`src/rtl/pwm_pkg.sv`:
```
// Shared PWM definitions: dead-time counter width and FSM state encoding.
// Imported by the dead-time stage and the PWM peripheral.
package pwm_pkg;

    localparam int PWM_DT_WIDTH = 8;

    typedef enum logic [2:0] {
        ST_IDLE,
        ST_LOW_ON,
        ST_DT_RISE,
        ST_HIGH_ON,
        ST_DT_FALL,
        ST_FAULT
    } pwm_dt_state_e;

endpackage

```
`src/rtl/pwm_deadtime.sv`:
```
// Dead-time insertion: one PWM level in, complementary gate pair out.
// Ports: clk_i/rst_ni, pwm/oe/en/dt_rise/dt_fall/fault/fault_clr in; h/l/oe/fault out.
module pwm_deadtime
    import pwm_pkg::*;
#(
    parameter int DT_WIDTH = PWM_DT_WIDTH
) (
    input  logic                clk_i,
    input  logic                rst_ni,
    input  logic                pwm_i,
    input  logic                oe_i,
    input  logic                en_i,
    input  logic [DT_WIDTH-1:0] dt_rise_i,
    input  logic [DT_WIDTH-1:0] dt_fall_i,
    input  logic                fault_i,
    input  logic                fault_clr_i,
    output logic                pwm_h_o,
    output logic                pwm_l_o,
    output logic                oe_o,
    output logic                fault_o
);

    localparam logic [DT_WIDTH-1:0] CNT_ONE = DT_WIDTH'(1);

    logic                r_pwm_q;
    pwm_dt_state_e       r_state;
    logic [DT_WIDTH-1:0] r_cnt;
    logic                r_h;
    logic                r_l;
    logic                r_oe;
    logic                r_fault;
    logic                w_run;

    assign w_run = en_i & oe_i;

    always_ff @(posedge clk_i or negedge rst_ni) begin
        if (!rst_ni) begin
            r_pwm_q <= 1'b0;
            r_state <= ST_IDLE;
            r_cnt   <= '0;
            r_h     <= 1'b0;
            r_l     <= 1'b0;
            r_oe    <= 1'b0;
            r_fault <= 1'b0;
        end else begin
            r_pwm_q <= pwm_i;
            if (fault_i) begin
                r_state <= ST_FAULT;
                r_cnt   <= '0;
                r_h     <= 1'b0;
                r_l     <= 1'b0;
                r_oe    <= 1'b0;
                r_fault <= 1'b1;
            end else if (r_state == ST_FAULT) begin
                if (fault_clr_i) begin
                    r_state <= ST_IDLE;
                    r_fault <= 1'b0;
                end
            end else if (!w_run) begin
                r_state <= ST_IDLE;
                r_cnt   <= '0;
                r_h     <= 1'b0;
                r_l     <= 1'b0;
                r_oe    <= 1'b0;
            end else begin
                r_oe <= 1'b1;
                unique case (r_state)
                    // Both gates already off, so no dead time on entry.
                    ST_IDLE: begin
                        r_state <= r_pwm_q ? ST_HIGH_ON : ST_LOW_ON;
                        r_h     <= r_pwm_q;
                        r_l     <= ~r_pwm_q;
                    end
                    ST_LOW_ON: begin
                        if (r_pwm_q) begin
                            r_l <= 1'b0;
                            if (dt_rise_i == '0) begin
                                r_state <= ST_HIGH_ON;
                                r_h     <= 1'b1;
                            end else begin
                                r_state <= ST_DT_RISE;
                                r_cnt   <= dt_rise_i;
                            end
                        end
                    end
                    ST_DT_RISE: begin
                        // A pulse shorter than the dead time is swallowed.
                        if (!r_pwm_q) begin
                            r_state <= ST_LOW_ON;
                            r_cnt   <= '0;
                            r_l     <= 1'b1;
                        end else if (r_cnt == CNT_ONE) begin
                            r_state <= ST_HIGH_ON;
                            r_cnt   <= '0;
                            r_h     <= 1'b1;
                        end else begin
                            r_cnt <= r_cnt - CNT_ONE;
                        end
                    end
                    ST_HIGH_ON: begin
                        if (!r_pwm_q) begin
                            r_h <= 1'b0;
                            if (dt_fall_i == '0) begin
                                r_state <= ST_LOW_ON;
                                r_l     <= 1'b1;
                            end else begin
                                r_state <= ST_DT_FALL;
                                r_cnt   <= dt_fall_i;
                            end
                        end
                    end
                    ST_DT_FALL: begin
                        if (r_pwm_q) begin
                            r_state <= ST_HIGH_ON;
                            r_cnt   <= '0;
                            r_h     <= 1'b1;
                        end else if (r_cnt == CNT_ONE) begin
                            r_state <= ST_LOW_ON;
                            r_cnt   <= '0;
                            r_l     <= 1'b1;
                        end else begin
                            r_cnt <= r_cnt - CNT_ONE;
                        end
                    end
                    default: begin
                        r_state <= ST_IDLE;
                        r_h     <= 1'b0;
                        r_l     <= 1'b0;
                        r_oe    <= 1'b0;
                    end
                endcase
            end
        end
    end

    // Fault kills the gates combinationally, ahead of the state update.
    assign pwm_h_o = r_h & ~fault_i;
    assign pwm_l_o = r_l & ~fault_i;
    assign oe_o    = r_oe;
    assign fault_o = r_fault;

endmodule

```
`config.mk`:
```
export PLATFORM = sky130hd
export DESIGN_NAME = pwm_deadtime
export DESIGN_NICKNAME = d
export VERILOG_FILES = /design/src/rtl/pwm_pkg.sv /design/src/rtl/pwm_deadtime.sv
export SDC_FILE = /design/constraint.sdc
export NUM_CORES = 1
export LEC_CHECK = 0
export ABC_AREA = 1
export BUFFER_PORTS_ARGS = -buffer_cell sky130_fd_sc_hd__buf_2
export CAP_MARGIN = 5
export CORE_MARGIN = 3
export CORE_UTILIZATION = 37
export DETAILED_ROUTE_END_ITERATION = 10
export PLACE_DENSITY = 0.67
export SLEW_MARGIN = 20
export SYNTH_ARGS = -nofsm -noshare
export SYNTH_HDL_FRONTEND = slang
export SYNTH_SLANG_ARGS = --single-unit
```
`constraint.sdc`:
```
create_clock -name clk_i -period 1.7 [get_ports clk_i]
set_clock_uncertainty 0.05 [all_clocks]
set_input_delay 0.255 -clock clk_i [delete_from_list [all_inputs] [get_ports clk_i]]
set_output_delay 0.255 -clock clk_i [all_outputs]
set_load 0.03 [all_outputs]
```
==> results.json <==
{
  "area_growth_pct": 22.2,
  "power.density_nw_per_um2": 657,
  "design.core.area_um2": 3470,
  "antenna_found_initial": 0,
  "final_common_cell": "nand2_1",
  "cts-root-buf": "clkbuf_8",
  "status": "completed",
  "cts_tree": "done",
  "first_global_vias": 1373,
  "worst_ep_required_time_ns": 1.84,
  "drive_gt1_share_pct": 23.9,
  "port_buffers": 26,
  "p_int_mw": 0.734,
  "hold_class": "primary input to flop",
  "whs_path_depth": 1,
  "fp-row-count": 21,
  "viasPerCell": 4.85,
  "die_w_um": 67.3,
  "grt_pass1_wl_um": 5940,
  "overflow": 0,
  "power.total_mw": 1.12,
  "fin_crit_sh_pct": 91.4,
  "routabilityCongestion": 0.940,
  "final_cell_mix": "nand2_1 (81), nor2_1 (32), inv_1 (26), buf_2 (26), nand3_1 (16)",
  "final_nets": 290,
  "drtAntennaViolNets": 0,
  "max_freq_mhz": 644,
  "r2r_cells": 9,
  "rsz0062_at_grt": "false",
  "leakagePower_nw": 0.920,
  "cts_buffer_depth": 2,
  "min_to": "r_pwm_q",
  "wirelength_um": 3550,
  "syn-instance-count": 230,
  "r2r_slack_ns": 0.15,
  "r2r-end": "r_cnt[0]",
  "cts_buffers": 3,
  "drc": 0,
  "r2r-start": "r_cnt[0]",
  "clock_latency_ns": 0.25,
  "ir_worst_vdd_mv": 0.531,
  "finalHoldViolCount": 0,
  "die_h_um": 67.3,
  "synth_nets": 255,
  "first_iter_violations": 65,
  "seq_power_share_pct": 38.2,
  "critPathKind": "flop to flop",
  "worstMarginPinSlew_ns": 0.367,
  "p_comb_share_pct": 30.8,
  "arrival_ns": 1.69,
  "yosys.area.top_type_share_pct": 28.8,
  "clkTransAtPathRegs_ns": 0.07,
  "initial_core_util_pct": 40.1,
  "slew_viol_final": 0,
  "finalSetupTns_ns": 0,
  "power.switching_mw": 0.383,
  "drt-wirelength-per-cell_um": 11.4,
  "ys_seq_elements": 16,
  "vias": 1502,
  "dp_hpwl_um": 2860,
  "synth_area_leaders": "dfrtp_1 (29%), nand2_1 (22%), nor2_1 (9.4%), inv_1 (7.3%), nand3_1 (6.1%)",
  "cap_violations": 0,
  "yosysTopAreaCell": "dfrtp_1",
  "max_slew_margin_pct": 75.5,
  "clkPwrFrac_pct": 30.9,
  "ys_types": 25,
  "grt_max_degree": 17,
  "cts.htree.levels": 1,
  "ys_seq_area_share_pct": 28.8,
  "p_sw_share_pct": 34.3,
  "synth.avg_cell_area_um2": 6.05,
  "diodes": 0,
  "cts_sinks": 16,
  "finalSetupViolations": 0,
  "cp_max_fo": 7,
  "min_period_ns": 1.55,
  "ioPinCount": 27,
  "crit_path_end_kind": "flop",
  "min_from": "pwm_i",
  "yosysWarnings": 0,
  "crit_path_start_kind": "flop",
  "grt.total_usage_pct": 17.2,
  "first_pass_iters": 5,
  "syn_area_um2": 1390,
  "fp.dieArea_um2": 4530
}
critical path: stages, from the launching register on:
cell and delay (ns):
dfrtp_1 0.42, ha_1 0.22, nand3_1 0.12, nor2_4 0.05
buf_4 0.13, nor2_4 0.14, nand2_1 0.07, nand2_1 0.05
o21ai_0 0.10, o21ai_1 0.13
through the flow:
stage / instance area (um^2) / std cells / worst slack (ns) / hold slack [ns] / util, %
2_1_floorplan: 1390 / 230 / 0.210 / -0.0906 / -
3_3_place_gp: 1590 / 304 / 0.123 / 0.142 / 45.9
3_5_place_dp: 1590 / 304 / 0.0816 / 0.155 / 45.9
4_1_cts: 1660 / 309 / 0.0643 / 0.0501 / 47.8
5_1_grt: 1700 / 310 / 0.00272 / 0.0536 / 49.0
6_report: 1700 / 310 / 0.147 / 0.0561 / 49.0
power groups by stage:
stage / logic [mW] / clock network, mW / registers [mW]
final: 0.344 / 0.346 / 0.427
after global placement: 0.332 / 0 / 0.431
after detailed placement: 0.334 / 0 / 0.431
after global routing: 0.392 / 0.374 / 0.430
after CTS: 0.337 / 0.356 / 0.424
after floorplan: 0.231 / 0 / 0.433
final cells by class:
class                      count  area (um^2)
fill                         394         1770
timing repair buffer          32          178
clock buffer                   4         55.1
inverter                      31          116
sequential                    16          403
multi-input combinational    181          891
tap                           46         57.6
per-layer routing:
metal / vias up / routed length, um / GRT usage (%)
met4: 0 / 35 / 2.78
met5: - / 0 / 0
met1: 667 / 1550 / 20.9
li1: 780 / - / -
met3: 4 / 199 / 3.49
met2: 51 / 1770 / 31.4
flip-flops by register name (all words and copies together) (netlist names):
register	count
fault_o	1
oe_o	1
r_cnt	8
r_h	1
r_l	1
r_pwm_q	1
r_state	3
cells by family after synthesis:
family          count (synthesis)  synth area share [%]
compound gates                 24                  9.08
simple gates                  152                  48.9
flops                          16                  28.8
xor+xnor                        3                  1.89
buf+inv                        33                  9.53
fa+ha+maj                       2                  1.80
how the worst max path moves through the flow:
stage / from / to / depth (start not counted)
after floorplan: r_cnt[1] / r_state[0] / 11
after global placement: r_state[2] / r_cnt[6] / 10
after detailed placement: r_cnt[1] / r_state[2] / 11
after CTS: r_cnt[1] / r_state[2] / 11
after global routing: r_state[2] / r_cnt[5] / 10
final: r_cnt[0] / r_cnt[0] / 9
Yosys cell counts (all sizes together):
master and number:
a21oi 2, dfrtp 16, o221ai 1, nand4 1, o22ai 2, buf 2
nand2 88, xor2 1, nor2 42, nand3b 1, or2 1, o21ai 19
ha 2, inv 31, xnor2 2, nand3 19
what timing repair did:
action                                  4_1_cts  5_1_grt
setup buffers                                 0        1
resized for setup                             0       11
hold buffers                                  1        0
endpoints found under the hold margin        16        0
endpoints found under the setup margin        0       12
Note: power is estimated with default switching activity, not from simulation.
